<file path="src/rtl/dcache_dm_if.sv">
// Bundles the memory-stage request/response and RAM bus signals of dcache_dm.
// slave is the cache's view. master is the pipeline/RAM environment's view.
interface dcache_dm_if #(
    parameter int WORD_W = 32
);
    logic              dmemREN;
    logic              dmemWEN;
    logic [WORD_W-1:0] dmemaddr;
    logic [WORD_W-1:0] dmemstore;
    logic [WORD_W-1:0] dmemload;
    logic              dhit;
    logic              halt;
    logic              flushed;
    logic              ramREN;
    logic              ramWEN;
    logic [WORD_W-1:0] ramaddr;
    logic [WORD_W-1:0] ramstore;
    logic [WORD_W-1:0] ramload;
    logic              ramwait;

    modport slave (
        input  dmemREN, dmemWEN, dmemaddr, dmemstore, halt, ramload, ramwait,
        output dmemload, dhit, flushed, ramREN, ramWEN, ramaddr, ramstore
    );

    modport master (
        output dmemREN, dmemWEN, dmemaddr, dmemstore, halt, ramload, ramwait,
        input  dmemload, dhit, flushed, ramREN, ramWEN, ramaddr, ramstore
    );
endinterface

</file>
<file path="src/rtl/dcache_dm.sv">
// Direct-mapped write-back data cache with one-word lines.
// Misses fetch through a single-outstanding RAM handshake, and halt flushes all dirty lines.
module dcache_dm #(
    parameter int SETS   = 8,
    parameter int WORD_W = 32
) (
    input  logic        CLK,
    input  logic        nRST,
    dcache_dm_if.slave  bus
);
    localparam int IDX   = $clog2(SETS);
    localparam int TAG_W = WORD_W - IDX - 2;
    localparam logic [IDX-1:0] LAST_IDX = IDX'(SETS - 1);

    typedef enum logic [2:0] {
        S_IDLE,
        S_WB,
        S_FETCH,
        S_FLUSH,
        S_DONE
    } state_t;

    state_t r_state;
    state_t w_next;

    logic              r_valid [SETS];
    logic              r_dirty [SETS];
    logic [TAG_W-1:0]  r_tag   [SETS];
    logic [WORD_W-1:0] r_data  [SETS];
    logic [IDX-1:0]    r_fidx;

    logic [IDX-1:0]    w_idx;
    logic [TAG_W-1:0]  w_tag;
    logic              w_req;
    logic              w_hit;
    logic              w_wr_hit;
    logic              w_wb_clr;
    logic              w_fill;
    logic              w_fl_clr;
    logic              w_fl_adv;
    logic              w_unused;

    assign w_idx    = bus.dmemaddr[IDX+1:2];
    assign w_tag    = bus.dmemaddr[WORD_W-1:IDX+2];
    assign w_req    = bus.dmemREN | bus.dmemWEN;
    assign w_hit    = w_req && r_valid[w_idx] && (r_tag[w_idx] == w_tag);
    assign w_unused = &{1'b0, bus.dmemaddr[1:0]};

    // NOTE: every output and strobe gets a default before the case, so no path leaves one unassigned and no latch is inferred.
    always_comb begin
        w_next       = r_state;
        bus.dhit     = 1'b0;
        bus.dmemload = '0;
        bus.flushed  = 1'b0;
        bus.ramREN   = 1'b0;
        bus.ramWEN   = 1'b0;
        bus.ramaddr  = '0;
        bus.ramstore = '0;
        w_wr_hit     = 1'b0;
        w_wb_clr     = 1'b0;
        w_fill       = 1'b0;
        w_fl_clr     = 1'b0;
        w_fl_adv     = 1'b0;

        case (r_state)
            S_IDLE: begin
                if (bus.halt) begin
                    w_next = S_FLUSH;
                end else if (w_hit) begin
                    bus.dhit = 1'b1;
                    if (bus.dmemWEN) begin
                        w_wr_hit = 1'b1;
                    end else begin
                        bus.dmemload = r_data[w_idx];
                    end
                end else if (w_req) begin
                    w_next = (r_valid[w_idx] && r_dirty[w_idx]) ? S_WB : S_FETCH;
                end
            end
            S_WB: begin
                bus.ramWEN   = 1'b1;
                bus.ramaddr  = {r_tag[w_idx], w_idx, 2'b00};
                bus.ramstore = r_data[w_idx];
                if (!bus.ramwait) begin
                    w_wb_clr = 1'b1;
                    w_next   = S_FETCH;
                end
            end
            S_FETCH: begin
                bus.ramREN  = 1'b1;
                bus.ramaddr = {bus.dmemaddr[WORD_W-1:2], 2'b00};
                if (!bus.ramwait) begin
                    w_fill = 1'b1;
                    w_next = S_IDLE;
                end
            end
            S_FLUSH: begin
                if (r_valid[r_fidx] && r_dirty[r_fidx]) begin
                    bus.ramWEN   = 1'b1;
                    bus.ramaddr  = {r_tag[r_fidx], r_fidx, 2'b00};
                    bus.ramstore = r_data[r_fidx];
                    if (!bus.ramwait) begin
                        w_fl_clr = 1'b1;
                        w_fl_adv = 1'b1;
                    end
                end else begin
                    w_fl_adv = 1'b1;
                end
                if (w_fl_adv && (r_fidx == LAST_IDX)) begin
                    w_next = S_DONE;
                end
            end
            S_DONE: begin
                bus.flushed = 1'b1;
            end
            default: begin
                w_next = S_IDLE;
            end
        endcase
    end

    // NOTE: the line arrays are flops, not RAM macros, so the asynchronous reset can clear every entry at once.
    always_ff @(posedge CLK or negedge nRST) begin
        if (!nRST) begin
            r_state <= S_IDLE;
            r_fidx  <= '0;
            for (int s = 0; s < SETS; s++) begin
                r_valid[s] <= 1'b0;
                r_dirty[s] <= 1'b0;
                r_tag[s]   <= '0;
                r_data[s]  <= '0;
            end
        end else begin
            r_state <= w_next;
            if (w_wr_hit) begin
                r_data[w_idx]  <= bus.dmemstore;
                r_dirty[w_idx] <= 1'b1;
            end
            if (w_wb_clr) begin
                r_dirty[w_idx] <= 1'b0;
            end
            // The fill leaves the line clean. A pending write merges on the following hit.
            if (w_fill) begin
                r_data[w_idx]  <= bus.ramload;
                r_tag[w_idx]   <= w_tag;
                r_valid[w_idx] <= 1'b1;
                r_dirty[w_idx] <= 1'b0;
            end
            if (w_fl_clr) begin
                r_dirty[r_fidx] <= 1'b0;
            end
            if (w_fl_adv) begin
                r_fidx <= r_fidx + 1'b1;
            end
        end
    end
endmodule

</file>
<file path="src/flat_wrapper.sv">
// flat-port wrapper written by rule: the top's interface ports become plain ports
module dcache_dm_flat 
#(
    parameter int SETS   = 8,
    parameter int WORD_W = 32
)
  (CLK, nRST, bus_dmemREN, bus_dmemWEN, bus_dmemaddr, bus_dmemstore, bus_halt, bus_ramload, bus_ramwait, bus_dmemload, bus_dhit, bus_flushed, bus_ramREN, bus_ramWEN, bus_ramaddr, bus_ramstore);
  dcache_dm_if #(.WORD_W(WORD_W)) bus_i ();
  input  logic CLK;
  input  logic nRST;
  input wire logic [$bits(bus_i.dmemREN)-1:0] bus_dmemREN;
  input wire logic [$bits(bus_i.dmemWEN)-1:0] bus_dmemWEN;
  input wire logic [$bits(bus_i.dmemaddr)-1:0] bus_dmemaddr;
  input wire logic [$bits(bus_i.dmemstore)-1:0] bus_dmemstore;
  input wire logic [$bits(bus_i.halt)-1:0] bus_halt;
  input wire logic [$bits(bus_i.ramload)-1:0] bus_ramload;
  input wire logic [$bits(bus_i.ramwait)-1:0] bus_ramwait;
  output wire logic [$bits(bus_i.dmemload)-1:0] bus_dmemload;
  output wire logic [$bits(bus_i.dhit)-1:0] bus_dhit;
  output wire logic [$bits(bus_i.flushed)-1:0] bus_flushed;
  output wire logic [$bits(bus_i.ramREN)-1:0] bus_ramREN;
  output wire logic [$bits(bus_i.ramWEN)-1:0] bus_ramWEN;
  output wire logic [$bits(bus_i.ramaddr)-1:0] bus_ramaddr;
  output wire logic [$bits(bus_i.ramstore)-1:0] bus_ramstore;
  assign bus_i.dmemREN = bus_dmemREN;
  assign bus_i.dmemWEN = bus_dmemWEN;
  assign bus_i.dmemaddr = bus_dmemaddr;
  assign bus_i.dmemstore = bus_dmemstore;
  assign bus_i.halt = bus_halt;
  assign bus_i.ramload = bus_ramload;
  assign bus_i.ramwait = bus_ramwait;
  assign bus_dmemload = bus_i.dmemload;
  assign bus_dhit = bus_i.dhit;
  assign bus_flushed = bus_i.flushed;
  assign bus_ramREN = bus_i.ramREN;
  assign bus_ramWEN = bus_i.ramWEN;
  assign bus_ramaddr = bus_i.ramaddr;
  assign bus_ramstore = bus_i.ramstore;
  dcache_dm #(.SETS(SETS), .WORD_W(WORD_W)) u_core (.CLK(CLK), .nRST(nRST), .bus(bus_i));
endmodule
</file>
<file path="config.mk">
export PLATFORM = sky130hd
export DESIGN_NAME = dcache_dm_flat
export DESIGN_NICKNAME = d
export VERILOG_FILES = /design/src/rtl/dcache_dm_if.sv /design/src/rtl/dcache_dm.sv /design/src/flat_wrapper.sv
export SDC_FILE = /design/constraint.sdc
export NUM_CORES = 2
export LEC_CHECK = 0
export CAP_MARGIN = 20
export CORE_UTILIZATION = 50
export CTS_CLUSTER_DIAMETER = 50
export DETAILED_ROUTE_END_ITERATION = 10
export PLACE_DENSITY = 0.76
export SLEW_MARGIN = 10
export SYNTH_ARGS = -nofsm -noshare
export SYNTH_HDL_FRONTEND = slang
export SYNTH_SLANG_ARGS = --single-unit
</file>
<file path="constraint.sdc">
create_clock -name CLK -period 6.7 [get_ports CLK]
set_input_delay 2.01 -clock CLK [delete_from_list [all_inputs] [get_ports CLK]]
set_output_delay 2.01 -clock CLK [all_outputs]
set_load 0.005 [all_outputs]
</file>
==> flow_metrics.env <==
export IMPL_status="finished with violations"
export IMPL_violations="negative setup slack"
export IMPL_relSlewSlack_pct=24.1
export IMPL_syn2layout_area_growth_pct=19.6
export IMPL_dieWidth_um=251
export IMPL_grt_pass1_wl_um=178000
export IMPL_seqCellArea_um2=12400
export IMPL_yosysWarnings=0
export IMPL_fmax_mhz=148
export IMPL_drt_pass1_iterations=9
export IMPL_die_h_um=251
export IMPL_final_area_um2=37100
export IMPL_placementRows=90
export IMPL_io_buffers=197
export IMPL_drive_above_1_share_pct=20.1
export IMPL_cp_max_fo=14
export IMPL_rsz0062_at_grt="yes"
export IMPL_ant_nets=0
export IMPL_insertion_delay_ns=0.64
export IMPL_pre_cts_ws_ns=-0.632
export IMPL_r2r_start="u_core.r_tag[200]"
export IMPL_synthesis_area_um2=31000
export IMPL_place_area_um2=34500
export IMPL_drt_initial_drc_count=5259
export IMPL_reg2reg_depth=24
export IMPL_min_to="u_core.r_valid[2]"
export IMPL_n_antenna_cell=0
export IMPL_min_path_cells=1
export IMPL_crit_type="primary input to output port"
export IMPL_multi_input_area_um2=17200
export IMPL_hold_viol_final=0
export IMPL_r2r_slack_ns=1.56
export IMPL_dieArea_um2=63100
export IMPL_synth_flop_cell="dfrtp_1"
export IMPL_drt_total_wl_um=117000
export IMPL_critPathRequiredTime_ns=4.69
export IMPL_ys_types=53
export IMPL_drc=0
export IMPL_clock_skew_ns=0.0290
export IMPL_avgSynthCellArea_um2=8.85
export IMPL_worstHoldPathType="flop to flop"
export IMPL_cts_root_buf="clkbuf_16"
export IMPL_num_io_pins=202
export IMPL_timing_final_ws_setup_ns=-0.0411
export IMPL_initial_core_util_pct=51.0
export IMPL_grt_pass1_vias=30200
export IMPL_vias_per_cell=7.01
export IMPL_setup_violations=14
export IMPL_cap_violations=0
export IMPL_synth_edff_count=0
export IMPL_r2r_end="u_core.r_data[139]"
export IMPL_cp_start_kind="primary input"
export IMPL_grt_overflow=0
export IMPL_final_nets=3706
export IMPL_period_minus_slack_ns=6.74
export IMPL_power_static_leakage_uw=0.0157
export IMPL_core_um2=60800
export IMPL_grt_max_degree=107
export IMPL_wire_per_inst_um=26.4
export IMPL_finalCritPeriodShare_pct=101
export IMPL_antenna_found_initial=2
export IMPL_slew_violations=0
export IMPL_gp_congestion=0.900
export IMPL_clockBufferDepth=3
export IMPL_async_flop_share_pct=100
export IMPL_cts_tree="built"
export IMPL_postSynthCellCount=3505
export IMPL_holdWs_ns=0.493
export IMPL_dp_hpwl_um=68000
export IMPL_cts_htree_levels=2
export IMPL_yosysSeqAreaShare_pct=39.8
export IMPL_tightest_slew_ns=1.14
export IMPL_numCtsBuffers=58
export IMPL_vias=31100
export IMPL_arrival_ns=4.73
export IMPL_clock_sinks=494
export IMPL_pwr_density_cell_nw_per_um2=418
export IMPL_ir_drop_mv=0.233
export IMPL_cp_end_kind="output port"
export IMPL_path_clk_slew_ns=0.06
export IMPL_grtUsageTotal_pct=36.4
export IMPL_nFillCells=4854
export IMPL_ys_ff_latch=494
export IMPL_hp_start="u_core.r_valid[2]"
export IMPL_holdBufCountCts=0
area by class of cell:
class / count / area share, %
multi-input cells: 2558 / 46.4
flip-flops and latches: 494 / 33.3
repair buffers: 487 / 12.3
clock buffers: 82 / 4.56
well taps: 782 / 2.64
clock inverters: 24 / 0.758
inverters: 3 / 0.0303
per-stage QoR:
stage | util, % | TNS, ns | std cells | total power (uW)
2_1_floorplan | - | 0 | 3506 | 9730
3_3_place_gp | 56.7 | -21.62 | 4289 | 11600
3_5_place_dp | 56.7 | -22.83 | 4289 | 11800
4_1_cts | 60.6 | -1.45 | 4425 | 15200
5_1_grt | 61.0 | -4.20 | 4430 | 16200
6_report | 61.0 | -0.130 | 4430 | 15500
cells in the mapped netlist (3+ instances only):
master	instances	share of area [%]
and2_1	42	0.85
xor2_1	15	0.42
a211oi_1	3	0.073
nand3_1	9	0.15
o22ai_1	16	0.32
buf_1	56	0.68
buf_6	19	0.69
nor3b_1	4	0.097
and4_1	14	0.40
mux2i_1	101	3.3
nor2_1	359	4.3
a22o_1	15	0.42
buf_2	46	0.74
mux2_2	61	2.2
nor3_1	17	0.27
dfrtp_1	494	40
and3_1	9	0.18
nor2b_1	8	0.16
nand2_1	686	8.3
nand4_1	261	5.3
clkbuf_1	309	3.7
a31oi_1	275	5.5
nor4_1	4	0.081
mux4_2	155	11
or3_1	6	0.12
nand2b_1	16	0.32
a22oi_1	78	1.9
a21oi_1	21	0.34
o22a_1	26	0.73
o21ai_0	283	4.6
a221oi_1	23	0.65
xnor2_1	7	0.20
o221ai_1	8	0.23
a221o_1	11	0.35
buf_4	21	0.51
routing by layer:
layer  routed length [um]  part of all wire (%)  global-route usage (%)
met5                   11                0.0094                       0
met4                 6430                   5.5                    19.8
met3                16600                    14                    11.7
met2                51000                    44                    53.2
met1                42900                    37                    48.2
cells by family (layout without fill, tap and decap cells):
logic type | after synthesis | count (layout) | share of synthesized area [%]
AOI/OAI and AO/OA | 770 | 770 | 15.4
xor gates and xnor gates | 22 | 22 | 0.621
adders and majority gates | 2 | 2 | 0.0806
buffers and inverters | 454 | 596 | 6.39
DFF | 494 | 494 | 39.8
muxes | 319 | 319 | 16.8
other | 1 | 2 | 0.0121
and+or+nand+nor | 1443 | 1443 | 20.8
power breakdown:
group	leakage, uW	total, uW	switching, uW	internal, uW
sequential	0.00598	5810	1320	4490
combinational	0.00877	6400	3070	3320
clock	0.000966	3310	1360	1950
total	0.0157	15500	5750	9760
worst max-delay path by stage:
| stage | start | endpoint | cells after the start |
|---|---|---|---|
| 6_report | bus_dmemaddr[2] | bus_dmemload[22] | 16 |
| 5_1_grt | bus_dmemaddr[2] | bus_dmemload[22] | 16 |
| 4_1_cts | bus_dmemaddr[2] | bus_dmemload[24] | 15 |
| 3_5_place_dp | bus_dmemaddr[2] | bus_dmemload[18] | 13 |
| 3_3_place_gp | bus_dmemaddr[2] | bus_dmemload[1] | 13 |
| 2_1_floorplan | bus_dmemaddr[3] | bus_dmemload[24] | 13 |
placed cells by master, fill, tap and decap left out, types with 7 or more instances in the layout:
| cell type | synthesis | routed |
|---|---|---|
| a21oi_1 | 21 | 21 |
| a221o_1 | 11 | 11 |
| a221oi_1 | 23 | 22 |
| a22o_1 | 15 | 15 |
| a22oi_1 | 78 | 78 |
| a31oi_1 | 275 | 271 |
| and2_1 | 42 | 38 |
| and3_1 | 9 | 9 |
| and4_1 | 14 | 12 |
| buf_12 | 0 | 34 |
| buf_2 | 46 | 32 |
| buf_4 | 21 | 246 |
| buf_6 | 19 | 7 |
| clkbuf_1 | 309 | 10 |
| clkbuf_16 | 0 | 60 |
| clkbuf_8 | 0 | 13 |
| clkdlybuf4s50_1 | 0 | 147 |
| clkinv_2 | 0 | 8 |
| dfrtp_1 | 494 | 490 |
| dlymetal6s2s_1 | 0 | 12 |
| mux2_2 | 61 | 58 |
| mux2i_1 | 101 | 98 |
| mux4_2 | 155 | 155 |
| nand2_1 | 686 | 675 |
| nand2_4 | 0 | 8 |
| nand2b_1 | 16 | 14 |
| nand4_1 | 261 | 261 |
| nor2_1 | 359 | 325 |
| nor2_2 | 0 | 12 |
| nor2_4 | 0 | 22 |
| nor3_1 | 17 | 11 |
| o21ai_0 | 283 | 283 |
| o221ai_1 | 8 | 8 |
| o22a_1 | 26 | 26 |
| o22ai_1 | 16 | 11 |
| xnor2_1 | 7 | 7 |
| xor2_1 | 15 | 13 |
registers in the layout, summed over array words and instances, names as in the netlist:
signal	flops
u_core.r_data	256
u_core.r_tag	216
u_core.r_dirty	8
u_core.r_valid	8
u_core.r_fidx	3
u_core.r_state	3
worst max-delay path, cell delays in order:
cell and delay (ns):
buf_16 0.14, buf_12 0.15, buf_12 0.15, or2_4 0.29, o22ai_1 0.24, or3_1 0.18, nand4_1 0.09, nor4_2 0.28
buf_4 0.19, and4_4 0.25, nand3b_1 0.09, buf_6 0.15, buf_8 0.14, buf_12 0.16, nor2_2 0.10, buf_2 0.12
repair_timing:
action	in CTS	in global routing
buffers inserted	30	5
gates cloned	2	1
endpoints found under the setup margin	60	52
resized for setup	193	59
pin swaps	8	22
(Power assumes the default switching activity.)
